===== src/rtl/pong_pkg.sv =====
// Shared match-state encodings, screen geometry and direction codes for the pong game-rule engine.
// Pure constants; no logic, no latency.
package pong_pkg;

  localparam logic [2:0] ST_IDLE  = 3'd0;
  localparam logic [2:0] ST_SERVE = 3'd1;
  localparam logic [2:0] ST_PLAY  = 3'd2;
  localparam logic [2:0] ST_POINT = 3'd3;
  localparam logic [2:0] ST_OVER  = 3'd4;

  localparam int X_MIN_PADDLE = 2;
  localparam int X_MAX_PADDLE = 61;
  localparam int Y_MAX        = 63;
  localparam int PADDLE_H     = 6;
  localparam int CENTRE       = 32;

  localparam logic DIR_LEFT  = 1'b0;
  localparam logic DIR_RIGHT = 1'b1;
  localparam logic DIR_UP    = 1'b0;
  localparam logic DIR_DOWN  = 1'b1;

endpackage


===== src/rtl/pong_game_ctrl_score.sv =====
// Saturating per-player score counter: clear wins over increment, holds at WIN_SCORE.
// One-cycle update latency; term is a decode of the registered count.
module score_counter #(
  parameter int SCORE_W   = 4,
  parameter int WIN_SCORE = 7
) (
  input  logic               clk,
  input  logic               rst_n,
  input  logic               clr,
  input  logic               inc,
  output logic [SCORE_W-1:0] cnt,
  output logic               term
);

  localparam logic [SCORE_W-1:0] WIN = SCORE_W'(WIN_SCORE);

  assign term = (cnt == WIN);

  always_ff @(posedge clk) begin
    if (!rst_n) begin
      cnt <= '0;
    end else if (clr) begin
      cnt <= '0;
    end else if (inc && !term) begin
      cnt <= cnt + 1'b1;
    end
  end

endmodule


===== src/rtl/pong_game_ctrl.sv =====
// Pong match FSM: turns per-frame collision events into ball direction, serve/recentre and scores.
// Events in a frame_tick cycle update the registered outputs at the next clk edge; no backpressure.
module pong_game_ctrl
  import pong_pkg::*;
#(
  parameter int WIN_SCORE    = 7,
  parameter int SCORE_W      = 4,
  parameter int SERVE_FRAMES = 60,
  parameter int CNT_W        = 8
) (
  input  logic               clk,
  input  logic               rst_n,
  input  logic               frame_tick,
  input  logic               start,
  input  logic               paddle_hit,
  input  logic               wall_hit,
  input  logic               miss_left,
  input  logic               miss_right,
  output logic               ball_en,
  output logic               ball_reset,
  output logic               dir_x,
  output logic               dir_y,
  output logic [SCORE_W-1:0] score1,
  output logic [SCORE_W-1:0] score2,
  output logic               point,
  output logic               game_over,
  output logic               winner
);

  localparam logic [CNT_W-1:0] SERVE_LOAD = CNT_W'(SERVE_FRAMES);

  logic [2:0]       state;
  logic [CNT_W-1:0] countdown;
  logic             term1;
  logic             term2;
  logic             tick_play;
  logic             clr_scores;
  logic             inc1;
  logic             inc2;

  assign tick_play  = (state == ST_PLAY) && frame_tick;
  assign clr_scores = ((state == ST_IDLE) || (state == ST_OVER)) && start;
  // miss_left has priority, so a double miss only credits player 2
  assign inc2       = tick_play && miss_left;
  assign inc1       = tick_play && !miss_left && miss_right;

  score_counter #(.SCORE_W(SCORE_W), .WIN_SCORE(WIN_SCORE)) u_score1 (
    .clk(clk), .rst_n(rst_n), .clr(clr_scores), .inc(inc1), .cnt(score1), .term(term1)
  );

  score_counter #(.SCORE_W(SCORE_W), .WIN_SCORE(WIN_SCORE)) u_score2 (
    .clk(clk), .rst_n(rst_n), .clr(clr_scores), .inc(inc2), .cnt(score2), .term(term2)
  );

  always_ff @(posedge clk) begin
    if (!rst_n) begin
      state      <= ST_IDLE;
      countdown  <= '0;
      ball_en    <= 1'b0;
      ball_reset <= 1'b0;
      dir_x      <= DIR_RIGHT;
      dir_y      <= DIR_DOWN;
      point      <= 1'b0;
      game_over  <= 1'b0;
      winner     <= 1'b0;
    end else begin
      ball_reset <= 1'b0;
      point      <= 1'b0;
      case (state)
        ST_IDLE, ST_OVER: begin
          ball_en <= 1'b0;
          if (start) begin
            state      <= ST_SERVE;
            ball_reset <= 1'b1;
            countdown  <= SERVE_LOAD;
            game_over  <= 1'b0;
          end
        end
        ST_SERVE: begin
          if (frame_tick) begin
            if (countdown <= 1) begin
              countdown <= '0;
              state     <= ST_PLAY;
              ball_en   <= 1'b1;
            end else begin
              countdown <= countdown - 1'b1;
            end
          end
        end
        ST_PLAY: begin
          if (frame_tick) begin
            if (miss_left || miss_right) begin
              // serve heads toward the player who conceded
              state      <= ST_POINT;
              point      <= 1'b1;
              ball_reset <= 1'b1;
              ball_en    <= 1'b0;
              dir_x      <= miss_left ? DIR_LEFT : DIR_RIGHT;
              dir_y      <= ~dir_y;
            end else begin
              if (paddle_hit) dir_x <= ~dir_x;
              if (wall_hit)   dir_y <= ~dir_y;
            end
          end
        end
        ST_POINT: begin
          if (term1 || term2) begin
            state     <= ST_OVER;
            game_over <= 1'b1;
            winner    <= !term1;
          end else begin
            state     <= ST_SERVE;
            countdown <= SERVE_LOAD;
          end
        end
        default: state <= ST_IDLE;
      endcase
    end
  end

endmodule


===== config.mk =====
export PLATFORM = sky130hd
export DESIGN_NAME = pong_game_ctrl
export DESIGN_NICKNAME = d
export VERILOG_FILES = /design/src/rtl/pong_pkg.sv /design/src/rtl/pong_game_ctrl_score.sv /design/src/rtl/pong_game_ctrl.sv
export SDC_FILE = /design/constraint.sdc
export NUM_CORES = 1
export LEC_CHECK = 0
export BUFFER_PORTS_ARGS = -buffer_cell sky130_fd_sc_hd__clkbuf_2
export CAP_MARGIN = 0
export CORE_ASPECT_RATIO = 0.9
export CORE_MARGIN = 2
export CORE_UTILIZATION = 60
export DETAILED_ROUTE_END_ITERATION = 8
export PLACE_DENSITY = 0.81
export SYNTH_ARGS = -nofsm -noshare
export SYNTH_HDL_FRONTEND = slang
export SYNTH_SLANG_ARGS = --single-unit

===== constraint.sdc =====
create_clock -name clk -period 4.2 [get_ports clk]
set_clock_uncertainty 0.15 [all_clocks]
set_input_delay 0.84 -clock clk [delete_from_list [all_inputs] [get_ports clk]]
set_output_delay 0.84 -clock clk [all_outputs]
set_load 0.005 [all_outputs]

==> impl_metrics.env <==
export IMPL_port_buffers=22
export IMPL_whs_endpoint="ball_en"
export IMPL_cp_top_family="compound AO/OA/AOI/OAI gates"
export IMPL_rsz0062_at_grt="no"
export IMPL_antenna_found_initial=0
export IMPL_reg2reg_to="countdown[2]"
export IMPL_overflow=0
export IMPL_rows=17
export IMPL_maxCapViolCount=0
export IMPL_end_kind="flip-flop"
export IMPL_synthCells=165
export IMPL_area_growth_pct=8.29
export IMPL_fillCellCount=225
export IMPL_fmax_ghz=0.432
export IMPL_path_clk_slew_ns=0.14
export IMPL_finalSetupViolations=0
export IMPL_remaining_drc_errors=0
export IMPL_gp_congestion=0.877
export IMPL_final_max_slew_viol_count=0
export IMPL_finalHoldViolCount=0
export IMPL_crit_path_max_incr_delay_ns=0.72
export IMPL_initial_utilization_pct=62.3
export IMPL_drt_wl_total_mm=3.08
export IMPL_syn_area_per_cell_um2=9.15
export IMPL_setup_slack_ns=1.89
export IMPL_grt_pass1_vias=1128
export IMPL_htree_levels=1
export IMPL_die_y_um=51.6
export IMPL_vias=1317
export IMPL_clkLatencyLatePin_ns=0.32
export IMPL_numCtsBuffers=3
export IMPL_rr_startpoint="state[1]"
export IMPL_antennaDiodeCount=0
export IMPL_ctsResizeCount=0
export IMPL_worstHoldStart="ball_en"
export IMPL_wl_met2_mm=1.49
export IMPL_crit_type="reg -> reg"
export IMPL_drive_above_1_share_pct=21.4
export IMPL_status="finished clean"
export IMPL_reg2reg_slack_ns=1.89
export IMPL_ff_latch_area_um2=520
export IMPL_slew_headroom_pct=37.4
export IMPL_top_layer="met4"
export IMPL_routed_via_density=6.27
export IMPL_place_ws_ns=1.68
export IMPL_p_leak_nw=0.687
export IMPL_die_x_um=56.9
export IMPL_synth_flop_cell="dfxtp_1"
export IMPL_hp_class="reg -> reg"
export IMPL_p_per_area_nw_per_um2=554
export IMPL_whs_path_depth=2
export IMPL_place_area_um2=1600
export IMPL_multiInputGateArea_um2=903
export IMPL_holdWs_ns=0.350
export IMPL_syn_cell_area_um2=1510
export IMPL_synth_seq_area_share_pct=34.5
export IMPL_r2r_cells=4
export IMPL_dieArea_um2=2930
export IMPL_first_pass_iters=4
export IMPL_placed_cells=206
export IMPL_synth_warnings=0
export IMPL_wl_met3_um=158
export IMPL_arrival_ns=2.37
export IMPL_grt_first_pass_wirelength_mm=5.14
export IMPL_fin_nets=195
export IMPL_cts_setup_buffers=0
export IMPL_clock_root_buffer="clkbuf_4"
export IMPL_start_kind="flip-flop"
export IMPL_crit_slowest_cell="a21oi_1"
export IMPL_grt_usage_pct=22.0
export IMPL_synth_cell_types=54
export IMPL_period_minus_slack_ns=2.31
export IMPL_syn_nets=177
export IMPL_vdd_drop_max_mv=0.452
export IMPL_crit_chain="and4bb_1 -> a21oi_1 -> and2_1 -> o32ai_1"
export IMPL_worst_pin_slew_ns=0.938
export IMPL_required_ns=4.26
export IMPL_setup_tns_ns=0
export IMPL_path_max_fanout=13
export IMPL_hold_buffers=0
export IMPL_tritoncts="yes"
export IMPL_path_buf_inv=0
export IMPL_dp_hpwl_mm=2.31
export IMPL_synth_seq_cells=26
export IMPL_cts_buffer_depth=2
export IMPL_finalNonFillerCells=210
export IMPL_synth_edff_count=0
export IMPL_core_region_area_um2=2420
export IMPL_ioPinCount=23
export IMPL_async_flop_share_pct=0
export IMPL_avgRoutedWirePerCell_um=14.7
export IMPL_m1WireLength_mm=1.42
export IMPL_cts_sinks=26
export IMPL_stdcell_area_um2=1640
export IMPL_grt_max_degree=16
export IMPL_drt_iter0_markers=38
export IMPL_postRouteAntennaNets=0
export IMPL_fin_crit_sh_pct=55.1
cells by family after synthesis:
family | count (synthesis) | synth area share [%]
XOR/XNOR | 6 | 3.48
multiplexers | 2 | 1.33
AND/OR/NAND/NOR | 66 | 29.2
buffers and inverters | 17 | 5.72
flip-flops | 26 | 34.5
adder cells (fa/ha/maj) | 4 | 3.31
AO/OA/AOI/OAI | 44 | 22.5
per-stage QoR:
step	total power [mW]	util [%]
2_1_floorplan	0.708	-
3_3_place_gp	0.765	65.9
3_5_place_dp	0.780	65.9
4_1_cts	0.906	67.4
5_1_grt	0.971	67.4
6_report	0.906	67.4
layer usage:
metal / track usage (%) / up-vias
met2: 38.7 / 29
met4: 2.33 / 0
met3: 4.73 / 2
met1: 28.8 / 629
met5: 0 / -
li1: - / 657
placed cells by master, fill, tap and decap left out, types with 4 or more instances in the layout:
master	netlist	routed
nand2_1	8	8
a31oi_1	6	6
nor2b_1	4	4
nand3_1	7	7
nor2_1	13	13
and3_1	5	5
inv_1	8	8
a21oi_1	6	6
clkbuf_2	0	22
o21ai_0	5	5
ha_1	4	4
xor2_1	5	5
dfxtp_1	26	26
o32ai_1	4	4
cells in the mapped netlist, drive strengths merged, types with 3 or more instances:
cell type	instances	share of area, %
o21a	3	1.5
nor2	13	3.2
a2111o	3	2.2
ha	4	3.3
inv	8	2.0
a211oi	3	2.2
or2	3	1.2
or3	4	2.3
o32ai	4	2.3
o21ai	6	2.2
a21oi	6	2.0
buf	6	3.0
nor3	3	1.7
and3	5	2.1
nand3	8	3.0
xor2	5	2.9
dfxtp	26	34
clkbuf	3	0.75
nand2	8	2.0
nand3b	4	3.6
nor2b	4	1.7
a31oi	6	2.5
tightest hold or removal path, delay by kind of cell, from the launching register on:
family | cells | cell delay, ns
DFF | 1 | 0.35
AOI/OAI and AO/OA | 1 | 0.05
buffers and inverters | 1 | 0.07
area by class of cell:
class / instances / share of cell area, %
Multi-Input combinational cell: 122 / 55.2
Tap cell: 28 / 2.14
Inverter: 8 / 1.84
Sequential cell: 26 / 31.8
Clock buffer: 4 / 2.22
Timing Repair Buffer: 22 / 6.73
power by group:
group | total [mW] | switching [mW] | internal, mW
clock | 0.127 | 0.0739 | 0.0531
sequential | 0.361 | 0.0738 | 0.287
combinational | 0.419 | 0.231 | 0.188
flip-flops by register name, summed over array words and instances (netlist names):
name / cells
game_over: 1
u_score2.cnt: 4
countdown: 8
winner: 1
dir_x: 1
ball_en: 1
state: 3
ball_reset: 1
u_score1.cnt: 4
point: 1
dir_y: 1
worst max-delay path by stage:
stage | startpoint | endpoint | slack [ns] | depth (start not counted)
global route | state[1] | countdown[5] | 1.70 | 4
global placement | start | countdown[3] | 1.72 | 5
floorplan | start | countdown[3] | 2.11 | 5
CTS | state[1] | countdown[3] | 1.93 | 4
finish | state[1] | countdown[2] | 1.89 | 4
detailed placement | start | countdown[2] | 1.68 | 5
(Power assumes the default switching activity.)
